==> src/rtl/mm_port_sequencer_if.sv <==
// Bundle of the two requester ports and the memory port of the main-memory sequencer.
// The master side drives requests and memory read data; the slave side is the sequencer.
interface mm_port_sequencer_if #(
  parameter int LINE_W = 66,
  parameter int ADDR_W = 8
);
  logic              req_CPU;
  logic              we_CPU;
  logic [ADDR_W-1:0] addr_CPU;
  logic [LINE_W-1:0] wdata_CPU;
  logic              req_EXT;
  logic              we_EXT;
  logic [ADDR_W-1:0] addr_EXT;
  logic [LINE_W-1:0] wdata_EXT;
  logic [LINE_W-1:0] mem_rdata;

  logic              gnt_CPU;
  logic              gnt_EXT;
  logic              done_CPU;
  logic              done_EXT;
  logic [LINE_W-1:0] rdata;
  logic              mem_re;
  logic              mem_we;
  logic [ADDR_W-1:0] mem_addr;
  logic [LINE_W-1:0] mem_wdata;
  logic              busy;

  modport master (
    output req_CPU, we_CPU, addr_CPU, wdata_CPU,
    output req_EXT, we_EXT, addr_EXT, wdata_EXT,
    output mem_rdata,
    input  gnt_CPU, gnt_EXT, done_CPU, done_EXT, rdata,
    input  mem_re, mem_we, mem_addr, mem_wdata, busy
  );

  modport slave (
    input  req_CPU, we_CPU, addr_CPU, wdata_CPU,
    input  req_EXT, we_EXT, addr_EXT, wdata_EXT,
    input  mem_rdata,
    output gnt_CPU, gnt_EXT, done_CPU, done_EXT, rdata,
    output mem_re, mem_we, mem_addr, mem_wdata, busy
  );
endinterface

==> src/rtl/mm_port_sequencer.sv <==
// Round-robin sequencer that turns CPU / external-agent line requests into single
// memory transactions, waits out the memory latency and returns a done pulse.
module mm_port_sequencer #(
  parameter int LINE_W  = 66,
  parameter int ADDR_W  = 8,
  parameter int MEM_LAT = 3
) (
  input  logic               clk,
  input  logic               reset,
  mm_port_sequencer_if.slave bus
);

  typedef enum logic [1:0] {
    IDLE  = 2'd0,
    ISSUE = 2'd1,
    WAIT  = 2'd2,
    DONE  = 2'd3
  } state_t;

  localparam logic       OWN_CPU  = 1'b0;
  localparam logic       OWN_EXT  = 1'b1;
  localparam logic [3:0] LAT_INIT = 4'(MEM_LAT - 1);

  state_t            state_q;
  state_t            state_d;
  logic              owner_q;
  logic              last_served_q;
  logic [3:0]        lat_cnt_q;

  logic              we_p0;
  logic [ADDR_W-1:0] addr_p0;
  logic [LINE_W-1:0] wdata_p0;
  logic [LINE_W-1:0] rdata_p1;

  logic              req_any;
  logic              win_ext;
  logic              accept;
  logic              capture;

  // Arbitration: a lone requester wins; on a tie the side not served last wins.
  always_comb begin
    req_any = bus.req_CPU | bus.req_EXT;
    win_ext = bus.req_EXT & (~bus.req_CPU | (last_served_q == OWN_CPU));
    accept  = (state_q == IDLE) & req_any;
    capture = (state_q == WAIT) & (lat_cnt_q == 4'd0);
  end

  always_ff @(posedge clk or negedge reset) begin
    if (!reset) begin
      state_q <= IDLE;
    end else begin
      state_q <= state_d;
    end
  end

  // A read always spends MEM_LAT cycles in WAIT, so the capture edge lands
  // exactly MEM_LAT cycles after the mem_re cycle for every legal latency.
  always_comb begin
    state_d      = state_q;
    bus.busy     = (state_q != IDLE);
    bus.gnt_CPU  = (state_q != IDLE) && (owner_q == OWN_CPU);
    bus.gnt_EXT  = (state_q != IDLE) && (owner_q == OWN_EXT);
    bus.done_CPU = 1'b0;
    bus.done_EXT = 1'b0;
    bus.mem_re   = 1'b0;
    bus.mem_we   = 1'b0;
    case (state_q)
      IDLE: begin
        if (req_any) state_d = ISSUE;
      end
      ISSUE: begin
        bus.mem_we = we_p0;
        bus.mem_re = ~we_p0;
        state_d    = we_p0 ? DONE : WAIT;
      end
      WAIT: begin
        if (lat_cnt_q == 4'd0) state_d = DONE;
      end
      DONE: begin
        bus.done_CPU = (owner_q == OWN_CPU);
        bus.done_EXT = (owner_q == OWN_EXT);
        state_d      = IDLE;
      end
      default: state_d = IDLE;
    endcase
  end

  // Stage p0: transaction latched from the winner at acceptance.
  always_ff @(posedge clk or negedge reset) begin
    if (!reset) begin
      owner_q       <= OWN_CPU;
      last_served_q <= OWN_EXT;
      lat_cnt_q     <= 4'd0;
      we_p0         <= 1'b0;
      addr_p0       <= '0;
      wdata_p0      <= '0;
    end else begin
      if (accept) begin
        owner_q  <= win_ext;
        we_p0    <= win_ext ? bus.we_EXT    : bus.we_CPU;
        addr_p0  <= win_ext ? bus.addr_EXT  : bus.addr_CPU;
        wdata_p0 <= win_ext ? bus.wdata_EXT : bus.wdata_CPU;
      end
      if (state_q == ISSUE) begin
        lat_cnt_q <= LAT_INIT;
      end else if (state_q == WAIT) begin
        lat_cnt_q <= lat_cnt_q - 4'd1;
      end
      if (state_q == DONE) begin
        last_served_q <= owner_q;
      end
    end
  end

  // Stage p1: read line captured from memory; writes leave it untouched.
  always_ff @(posedge clk or negedge reset) begin
    if (!reset) begin
      rdata_p1 <= '0;
    end else if (capture) begin
      rdata_p1 <= bus.mem_rdata;
    end
  end

  assign bus.mem_addr  = addr_p0;
  assign bus.mem_wdata = wdata_p0;
  assign bus.rdata     = rdata_p1;

endmodule
==> src/flat_wrapper.sv <==
// flat-port wrapper written by rule: the top's interface ports become plain ports
module mm_port_sequencer_flat 
#(
  parameter int LINE_W  = 66,
  parameter int ADDR_W  = 8,
  parameter int MEM_LAT = 3
)
  (clk, reset, bus_req_CPU, bus_we_CPU, bus_addr_CPU, bus_wdata_CPU, bus_req_EXT, bus_we_EXT, bus_addr_EXT, bus_wdata_EXT, bus_mem_rdata, bus_gnt_CPU, bus_gnt_EXT, bus_done_CPU, bus_done_EXT, bus_rdata, bus_mem_re, bus_mem_we, bus_mem_addr, bus_mem_wdata, bus_busy);
  mm_port_sequencer_if #(.LINE_W(LINE_W), .ADDR_W(ADDR_W)) bus_i ();
  input  logic clk;
  input  logic reset;
  input wire logic [$bits(bus_i.req_CPU)-1:0] bus_req_CPU;
  input wire logic [$bits(bus_i.we_CPU)-1:0] bus_we_CPU;
  input wire logic [$bits(bus_i.addr_CPU)-1:0] bus_addr_CPU;
  input wire logic [$bits(bus_i.wdata_CPU)-1:0] bus_wdata_CPU;
  input wire logic [$bits(bus_i.req_EXT)-1:0] bus_req_EXT;
  input wire logic [$bits(bus_i.we_EXT)-1:0] bus_we_EXT;
  input wire logic [$bits(bus_i.addr_EXT)-1:0] bus_addr_EXT;
  input wire logic [$bits(bus_i.wdata_EXT)-1:0] bus_wdata_EXT;
  input wire logic [$bits(bus_i.mem_rdata)-1:0] bus_mem_rdata;
  output wire logic [$bits(bus_i.gnt_CPU)-1:0] bus_gnt_CPU;
  output wire logic [$bits(bus_i.gnt_EXT)-1:0] bus_gnt_EXT;
  output wire logic [$bits(bus_i.done_CPU)-1:0] bus_done_CPU;
  output wire logic [$bits(bus_i.done_EXT)-1:0] bus_done_EXT;
  output wire logic [$bits(bus_i.rdata)-1:0] bus_rdata;
  output wire logic [$bits(bus_i.mem_re)-1:0] bus_mem_re;
  output wire logic [$bits(bus_i.mem_we)-1:0] bus_mem_we;
  output wire logic [$bits(bus_i.mem_addr)-1:0] bus_mem_addr;
  output wire logic [$bits(bus_i.mem_wdata)-1:0] bus_mem_wdata;
  output wire logic [$bits(bus_i.busy)-1:0] bus_busy;
  assign bus_i.req_CPU = bus_req_CPU;
  assign bus_i.we_CPU = bus_we_CPU;
  assign bus_i.addr_CPU = bus_addr_CPU;
  assign bus_i.wdata_CPU = bus_wdata_CPU;
  assign bus_i.req_EXT = bus_req_EXT;
  assign bus_i.we_EXT = bus_we_EXT;
  assign bus_i.addr_EXT = bus_addr_EXT;
  assign bus_i.wdata_EXT = bus_wdata_EXT;
  assign bus_i.mem_rdata = bus_mem_rdata;
  assign bus_gnt_CPU = bus_i.gnt_CPU;
  assign bus_gnt_EXT = bus_i.gnt_EXT;
  assign bus_done_CPU = bus_i.done_CPU;
  assign bus_done_EXT = bus_i.done_EXT;
  assign bus_rdata = bus_i.rdata;
  assign bus_mem_re = bus_i.mem_re;
  assign bus_mem_we = bus_i.mem_we;
  assign bus_mem_addr = bus_i.mem_addr;
  assign bus_mem_wdata = bus_i.mem_wdata;
  assign bus_busy = bus_i.busy;
  mm_port_sequencer #(.LINE_W(LINE_W), .ADDR_W(ADDR_W), .MEM_LAT(MEM_LAT)) u_core (.clk(clk), .reset(reset), .bus(bus_i));
endmodule
==> config.mk <==
export PLATFORM = sky130hd
export DESIGN_NAME = mm_port_sequencer_flat
export DESIGN_NICKNAME = d
export VERILOG_FILES = /design/src/rtl/mm_port_sequencer_if.sv /design/src/rtl/mm_port_sequencer.sv /design/src/flat_wrapper.sv
export SDC_FILE = /design/constraint.sdc
export NUM_CORES = 1
export LEC_CHECK = 0
export CORE_AREA = 2 2 144 146
export CTS_BUF_LIST = sky130_fd_sc_hd__clkbuf_8
export CTS_CLUSTER_SIZE = 10
export DETAILED_ROUTE_END_ITERATION = 6
export DIE_AREA = 0 0 146 148
export MAX_ROUTING_LAYER = met4
export PLACE_DENSITY = 0.71
export SLEW_MARGIN = 30
export SYNTH_ARGS = -nofsm -noshare
export SYNTH_HDL_FRONTEND = slang
export SYNTH_SLANG_ARGS = --single-unit
export TNS_END_PERCENT = 100
==> constraint.sdc <==
create_clock -name clk -period 1.99 [get_ports clk]
set_input_delay 0.398 -clock clk [delete_from_list [all_inputs] [get_ports clk]]
set_output_delay 0.398 -clock clk [all_outputs]
set_load 0.05 [all_outputs]
==> Yosys cells after proc, flatten, opt, wreduce, memory -nomap -nowiden <==
Index checks and enable logic that the tools add are counted.
W data, S select, Z words.
{ "word_totals": {"elab_cells": 43, "reg_bits": 149, "out_inout_bits": 147} }
{ "classes": {"n_mux": 13, "n_eq_ne": 5, "bitwise": 9, "n_reduce_logical": 7, "add_sub_neg": 1} }
{ "op_table": {"columns": ["op", "count"], "rows": [
  ["$mux W66", 1],
  ["$mux W4", 2],
  ["$mux W8", 1],
  ["$pmux W2 S4", 1],
  ["$mux W1", 6],
  ["$eq A2 B2 Y1 const B", 2],
  ["$logic_not A4 Y1", 1],
  ["$mux W2", 2],
  ["$ne A2 B1 Y1 const B", 2],
  ["$not A1 Y1", 4],
  ["$reduce_bool A2 Y1", 2],
  ["$sub A4 B1 Y4 const B", 1],
  ["$and A1 B1 Y1", 3],
  ["$eq A2 B1 Y1 const B", 1],
  ["$logic_and A1 B1 Y1", 2],
  ["$logic_not A2 Y1", 1],
  ["$or A1 B1 Y1", 2],
  ["$reduce_and A2 Y1", 1]
]} }

==> Logic depth before layout (Yosys ltp) <==
Gate-level depths: netlist of the first run.
{ "depth": {"ltp_word": 4, "ltp_mapped": 7, "ltp_nobuf": 5} }

==> Worst setup path after synthesis of the first run <==
No wires, ideal clock.
{ "synth_path": {"path_kind": "register to output", "startpoint": "register u_core.state_q[0]", "endpoint": "output bus_gnt_EXT", "n_path_buf": 0, "stages_incl_launch_ff": 4, "required_ns": 1.592, "path_slack_ns": 0.167, "t_arrival_ns": 1.425, "path_cell_list": "dfrtp_1 -> inv_1 -> ha_1 -> nor2b_1"} }
{ "synth_via": {"elab_chain_len": 2} }
{ "synth_lines": {"columns": ["item", "line", "rtl"], "rows": [
  ["start, declared", "mm_port_sequencer.sv:24", "state_t state_q;"],
  ["start signal, assigned", "mm_port_sequencer.sv:52", "state_q <= state_d;"],
  ["$reduce_bool A2 Y1", "mm_port_sequencer.sv:62", "bus.gnt_EXT = (state_q != IDLE) && (owner_q == OWN_EXT);"],
  ["$logic_and A1 B1 Y1", "mm_port_sequencer.sv:62", null],
  ["end, declared", "flat_wrapper.sv:22", "output wire logic [$bits(bus_i.gnt_EXT)-1:0] bus_gnt_EXT;"]
]} }
No other way between the ends.

==> Final worst setup path of the first run <==
{ "layout_path": {"startpoint": "register u_core.state_q[1]", "endpoint": "output bus_busy"} }
{ "layout_via": {"elab_chain_len": 1} }
{ "layout_lines": {"columns": ["item", "line", "rtl"], "rows": [
  ["$reduce_bool A2 Y1", "mm_port_sequencer.sv:60", "bus.busy = (state_q != IDLE);"],
  ["end, declared", "flat_wrapper.sv:30", "output wire logic [$bits(bus_i.busy)-1:0] bus_busy;"]
]} }
No other way between the ends.

==> results of run 1 <==
Yosys cell counts:
cell | number | area, sq um
a21boi_2 | 1 | 11.3
and2_1 | 2 | 12.5
nand2_1 | 75 | 282
mux2i_1 | 76 | 761
nor3_1 | 1 | 5.00
o21ai_1 | 6 | 30.0
nor2b_1 | 3 | 18.8
o21ai_0 | 72 | 360
a22o_1 | 1 | 8.76
a22oi_1 | 1 | 7.51
nand3_1 | 2 | 10.0
o2bb2ai_1 | 1 | 8.76
buf_8 | 1 | 15.0
a31oi_1 | 1 | 6.26
dfrtp_1 | 148 | 3700
inv_1 | 9 | 33.8
o22ai_1 | 1 | 6.26
mux2_4 | 40 | 601
buf_12 | 4 | 80.1
or3b_4 | 1 | 11.3
nand3b_1 | 1 | 7.51
clkbuf_1 | 9 | 33.8
a2111o_1 | 1 | 11.3
o211a_1 | 1 | 10.0
dfstp_2 | 1 | 26.3
buf_2 | 11 | 55.1
nor2_1 | 4 | 15.0
mux2_2 | 28 | 315
nor2_4 | 1 | 11.3
ha_1 | 6 | 75.1
buf_4 | 7 | 52.6
metrics by stage:
| step | total power [W] | setup TNS, ns | util | instance area (sq um) | instances |
|---|---|---|---|---|---|
| floorplan | 0.0130 | 0 | - | 6590 | 516 |
| global placement | 0.0175 | 0 | 0.539 | 10800 | 1159 |
| detailed placement | 0.0177 | -0.141 | 0.539 | 10800 | 1159 |
| CTS | 0.0195 | -0.0314 | 0.555 | 11100 | 1192 |
| global route | 0.0203 | -0.0439 | 0.556 | 11100 | 1194 |
| finish | 0.0193 | 0 | 0.556 | 11100 | 1194 |
registers in the layout, summed over array words and instances, names as in the netlist:
name,flops
u_core.lat_cnt_q,4
u_core.bus.mem_wdata,66
u_core.owner_q,1
u_core.we_p0,1
u_core.bus.rdata,66
u_core.state_q,2
u_core.bus.mem_addr,8
u_core.last_served_q,1
cells in the final DEF (no fill, tap or decap), types with 6 or more instances in the layout:
master           count
buf_12              18
buf_4               58
clkbuf_8            18
clkdlybuf4s50_1    218
dfrtp_1            148
dlygate4sd2_1      111
inv_6                6
mux2_2              28
mux2_4              40
mux2i_1             76
nand2_1             75
o21ai_0             72
logic make-up after synthesis:
logic type,count (synthesis),synth area share
AO/OA/AOI/OAI,86,0.0699
adder cells (fa/ha/maj),6,0.0114
buffers and inverters,41,0.0410
flip-flops,149,0.566
multiplexers,144,0.255
AND/OR/NAND/NOR,90,0.0566
power by group through the flow:
stage / Sequential, W / Clock (W) / Combinational (W)
2_1_floorplan: 0.0102 / 0 / 0.00284
3_5_place_dp: 0.00544 / 0 / 0.0123
4_1_cts: 0.00536 / 0.00255 / 0.0116
5_1_grt: 0.00555 / 0.00266 / 0.0121
3_3_place_gp: 0.00538 / 0 / 0.0121
6_report: 0.00534 / 0.00245 / 0.0115
what timing repair did:
item | CTS | global route
setup endpoints to repair | 115 | 10
setup buffers | 0 | 2
hold endpoints to repair | 35 | 0
pin swaps | 1 | 1
resized for setup | 116 | 7
hold buffers | 1 | 0
area by class of cell:
cell class,instances,area (sq um)
fillers,1791,8890
repair buffers,408,4000
flip-flops and latches,149,3730
multi-input cells,326,2630
well taps,270,338
clock buffers,18,248
clock inverters,14,164
inverters,9,33.8
path summary, 6_finish.rpt:
| path | from | end | slack [ns] | cells past startpoint |
|---|---|---|---|---|
| worst max register to register | u_core.lat_cnt_q[1]$_DFFE_PN0P_ | u_core.bus.rdata[30]$_DFFE_PN0P_ | 0.08 | 7 |
| worst min-delay path | reset | u_core.bus.mem_wdata[7]$_DFFE_PN0P_ | 0.42 | 2 |
| worst max-delay path | u_core.state_q[1]$_DFFE_PN0P_ | bus_busy | 0.07 | 5 |
| worst min register to register | u_core.bus.mem_addr[3]$_DFFE_PN0P_ | u_core.bus.mem_addr[3]$_DFFE_PN0P_ | 0.48 | 2 |
| max in group asynchronous | reset | u_core.bus.mem_wdata[23]$_DFFE_PN0P_ | 0.93 | 3 |
| min in group clk | u_core.bus.mem_addr[3]$_DFFE_PN0P_ | u_core.bus.mem_addr[3]$_DFFE_PN0P_ | 0.48 | 2 |
layer usage:
layer,global-route usage,vias to the layer above
met4,0.0617,0
met3,0.0543,21
met2,0.315,245
li1,-,2579
met1,0.218,2443
met5,-,-
worst max-delay path, stage by stage, from the launching register on:
cell and delay, ns:
dfrtp_1 0.41, inv_2 0.05, buf_4 0.14, ha_4 0.20, inv_1 0.13, buf_12 0.15
==> metrics.yaml, run 1 <==
core_area_sq_um: 20000
critical_path.startpoint_type: "flip-flop"
drt_pass1_iterations: 4
switchingPower_w: 0.00967
numCtsBuffers: 17
detail_route.wirelength_mm: 19.5
clock_power_share: 0.127
routedWlPerCell_um: 16.4
synth.cell_area_sq_um: 6590
globalRouteTotalUtil: 0.188
design.final.nets: 1137
die_y_um: 148
cts_tree: "built"
route.vias.total: 5288
yosysWarnings: 0
slew-limit-headroom: 0.641
powerDensity_nw_per_um2: 1730
synthCells: 516
vdd.ir_drop.worst_v: 0.000961
fp.dieW_um: 146
viasPerCell: 4.43
cts-htree-levels: 4
initial_core_util: 0.329
syn-mean-instance-area_sq_um: 12.8
number_of_setup_violations_in_the_final_report: 0
grt_pass1_wl_mm: 30.9
setup_slack_ns: 0.0733
share_seq_of_total_power: 0.277
wl_met2_mm: 9.61
dpl_worst_slack_ns: -0.0276
max_slew.worst_pin.slew_ns: 0.540
synth.net_count: 742
detail_route.wirelength.met1_mm: 8.04
min_clock_period_post_route_ns: 1.92
maxClockFrequency_mhz: 522
insertion_delay_ns: 0.44
combinational_cell_fraction_of_total_power: 0.596
ctsLongestPathBuffers: 2
post-route-drc-count: 0
run_status: "finished, final reports clean"
finalHoldWorstSlack_ns: 0.422
wl_met3_mm: 1.56
total_leakage_power_nw: 5.34
layout_cells_sized_above_1: 0.207
top_signal_layer_used: "met4"
crit_fanout: 7
timing.critical_path.required_ns: 1.59
final_hold_viol_count: 0
timing.clock.skew_ns: 0.0157
boundaryPins: 367
ys_seq_elements: 149
number_of_drc_markers_in_iteration_0: 166
antenna_cells: 0
cap_violations: 0
sw_frac_of_total: 0.501
grt_overflow_total: 0
clock_pin_slew_on_the_worst_setup_and_hold_paths_ns: 0.09
grt_antenna_before_repair: 0
p_int_w: 0.00962
min_period_over_period: 0.963
flow.area_growth_from_synthesis_pct: 69.3
grt_max_degree: 46
min-delay-path-class: "in2async"
report.final.slew_viol_count: 0
synth_cell_types: 31
row_count: 52
dp.final_hpwl_mm: 15.6
cp.arrival_ns: 1.52
gpl.final_weighted_congestion: 0.776
end_kind: "primary output"
first_global_vias: 5687
numPortBuffers: 366
die_area_sq_um: 21600
ctsRootBufferMaster: "clkbuf_8"
ys_seq_area_frac: 0.566
ant_nets: 0
setup_repair_after_global_routing_missed_its_margin: "yes"
cts.sink_count: 149
worstSetupPathType: "reg2out"
Power figures use the tool's default switching activity.
==> run 2, diff against run 1 <==
--- a/config.mk
+++ b/config.mk
@@ -12,6 +12,7 @@
 export DIE_AREA = 0 0 146 148
 export MAX_ROUTING_LAYER = met4
 export PLACE_DENSITY = 0.71
+export SETUP_SLACK_MARGIN = 0.5
 export SLEW_MARGIN = 30
 export SYNTH_ARGS = -nofsm -noshare
 export SYNTH_HDL_FRONTEND = slang
==> metrics.yaml, run 2 (synthesis results as in run 1) <==
run_status: "finished, final reports clean"
post-route-drc-count: 0
setup_repair_after_global_routing_missed_its_margin: "yes"
critical-path-slowest-cell: "dfrtp_2"
path_cells: "inv_2 > buf_4 > ha_1 > inv_1 > nor2_4 > buf_12 > buf_16 > buf_6 > mux2_2"
layout_commonest_cell: "clkdlybuf4s50_1"
grt_max_degree: 59
numCtsBuffers: 17
cap_violations: 0
flow.area_growth_from_synthesis_pct: 92.1
dp.final_hpwl_mm: 15.2
grt_overflow_total: 0
route.vias.total: 5823
viasPerCell: 4.61
end_kind: "flip-flop"
finish.cell_count_without_fillers: 1263
first_global_vias: 5689
grtUsageMet3: 0.0460
critical_path.startpoint_type: "flip-flop"
final_hold_viol_count: 0
report.final.slew_viol_count: 0
number_of_drc_markers_in_iteration_0: 160
design.final.nets: 1206
setup_slack_ns: 0.0554
timing.clock.skew_ns: 0.0145
ctsLongestPathBuffers: 2
area.sequential_sq_um: 3730
ant_nets: 0
grt_pass1_wl_mm: 31.3
fp.dieW_um: 146
boundaryPins: 367
powerDensity_nw_per_um2: 1810
capture_point_of_the_worst_reg_to_reg_path: "u_core.bus.rdata[52]$_DFFE_PN0P_"
cts-htree-levels: 4
drt_pass1_iterations: 4
max_slew.worst_pin.slew_ns: 0.481
global_route.peak_usage_layer: "met2"
critical_path.max_stage_delay_ns: 0.47
layout_cells_sized_above_1: 0.496
die_y_um: 148
dpl_worst_slack_ns: 0.00854
min_period_over_period: 0.972
numPortBuffers: 366
clock_pin_slew_on_the_worst_setup_and_hold_paths_ns: 0.10
min-delay-path-class: "in2async"
fillers: 1591
detail_route.wirelength_mm: 22.6
power_w: 0.0229
cts_tree: "built"
worstSetupPathType: "reg2reg"
crit_fanout: 6
antenna_cells: 0
maxClockFrequency_mhz: 517
routedWlPerCell_um: 17.9
r2r.worst_path.cells: 9
timing.setup.tns_ns: 0
most-common-layout-cells: "218 x clkdlybuf4s50_1, 146 x dfrtp_1, 131 x buf_4"
ctsRootBufferMaster: "clkbuf_8"
slew-limit-headroom: 0.678
gr-usage-met2: 0.309
multiInputGateArea_sq_um: 3190
setup.reg_to_reg.worst_slack_ns: 0.06
cts.sink_count: 149
min_clock_period_post_route_ns: 1.93
cp.arrival_ns: 2.26
timing.critical_path.required_ns: 2.32
total_leakage_power_nw: 5.89
number_of_setup_violations_in_the_final_report: 0
rr_startpoint: "u_core.state_q[0]$_DFFE_PN0P_"
die_area_sq_um: 21600
grt_antenna_before_repair: 0
grt.met1_usage: 0.239
row_count: 52
globalRouteTotalUtil: 0.192
insertion_delay_ns: 0.44
vdd.ir_drop.worst_v: 0.000910
gpl.final_weighted_congestion: 0.749
initial_core_util: 0.329
placedCellCount: 1159
core_area_sq_um: 20000
run 2: worst max-delay path by stage:
stage | endpoint | slack, ns | startpoint
global route | u_core.bus.rdata[51]$_DFFE_PN0P_ | 0.01 | u_core.state_q[0]$_DFFE_PN0P_
finish | u_core.bus.rdata[52]$_DFFE_PN0P_ | 0.06 | u_core.state_q[0]$_DFFE_PN0P_
floorplan | u_core.bus.rdata[0]$_DFFE_PN0P_ | 0.18 | u_core.lat_cnt_q[0]$_DFFE_PN0P_
detailed placement | u_core.bus.mem_wdata[54]$_DFFE_PN0P_ | 0.009 | bus_req_EXT
global placement | u_core.bus.mem_wdata[62]$_DFFE_PN0P_ | 0.04 | bus_req_EXT
CTS | u_core.bus.rdata[37]$_DFFE_PN0P_ | 0.1 | u_core.lat_cnt_q[0]$_DFFE_PN0P_
run 2: power breakdown:
group / switching, W / leakage, nW / internal, W
Clock: 0.00129 / 0.182 / 0.000895
Sequential: 0.00118 / 1.87 / 0.00454
Combinational: 0.00862 / 3.84 / 0.00642
Total: 0.0111 / 5.89 / 0.0119
run 2: final cells by class:
class / instances / area share
multi-input cells: 326 / 0.252
repair buffers: 477 / 0.395
clock inverters: 15 / 0.00940
inverters: 9 / 0.00307
clock buffers: 17 / 0.0185
well taps: 270 / 0.0267
flip-flops and latches: 149 / 0.295
run 2: per-stage QoR:
stage | hold WS, ns | util | area [sq um]
detailed placement | 0.359 | 0.542 | 10900
global placement | 0.357 | 0.542 | 10900
finish | 0.445 | 0.631 | 12700
global route | 0.454 | 0.631 | 12700
floorplan | 0.102 | - | 6610
CTS | 0.408 | 0.559 | 11200
run 2: per-layer routing:
| layer | vias to the layer above | share of wire |
|---|---|---|
| met1 | 2795 | 0.39 |
| met4 | 0 | 0.020 |
| li1 | 2730 | - |
| met5 | - | 0 |
| met2 | 268 | 0.52 |
| met3 | 30 | 0.064 |
run 2: worst max-delay path, delay by kind of cell, from the launching register on:
family        cells  cell delay [ns]
buf+inv           6             0.65
mux               1             0.32
simple gates      1             0.17
flops             1             0.47
fa+ha+maj         1             0.21
run 2: timing repair:
action                                  CTS  global route
hold buffers                              1             0
endpoints found under the setup margin  260           217
gates resized for setup                 735           316
hold endpoints to repair                 37             0
buffers inserted                         21            35
gates cloned                              1            14
pin swaps                                 5            85
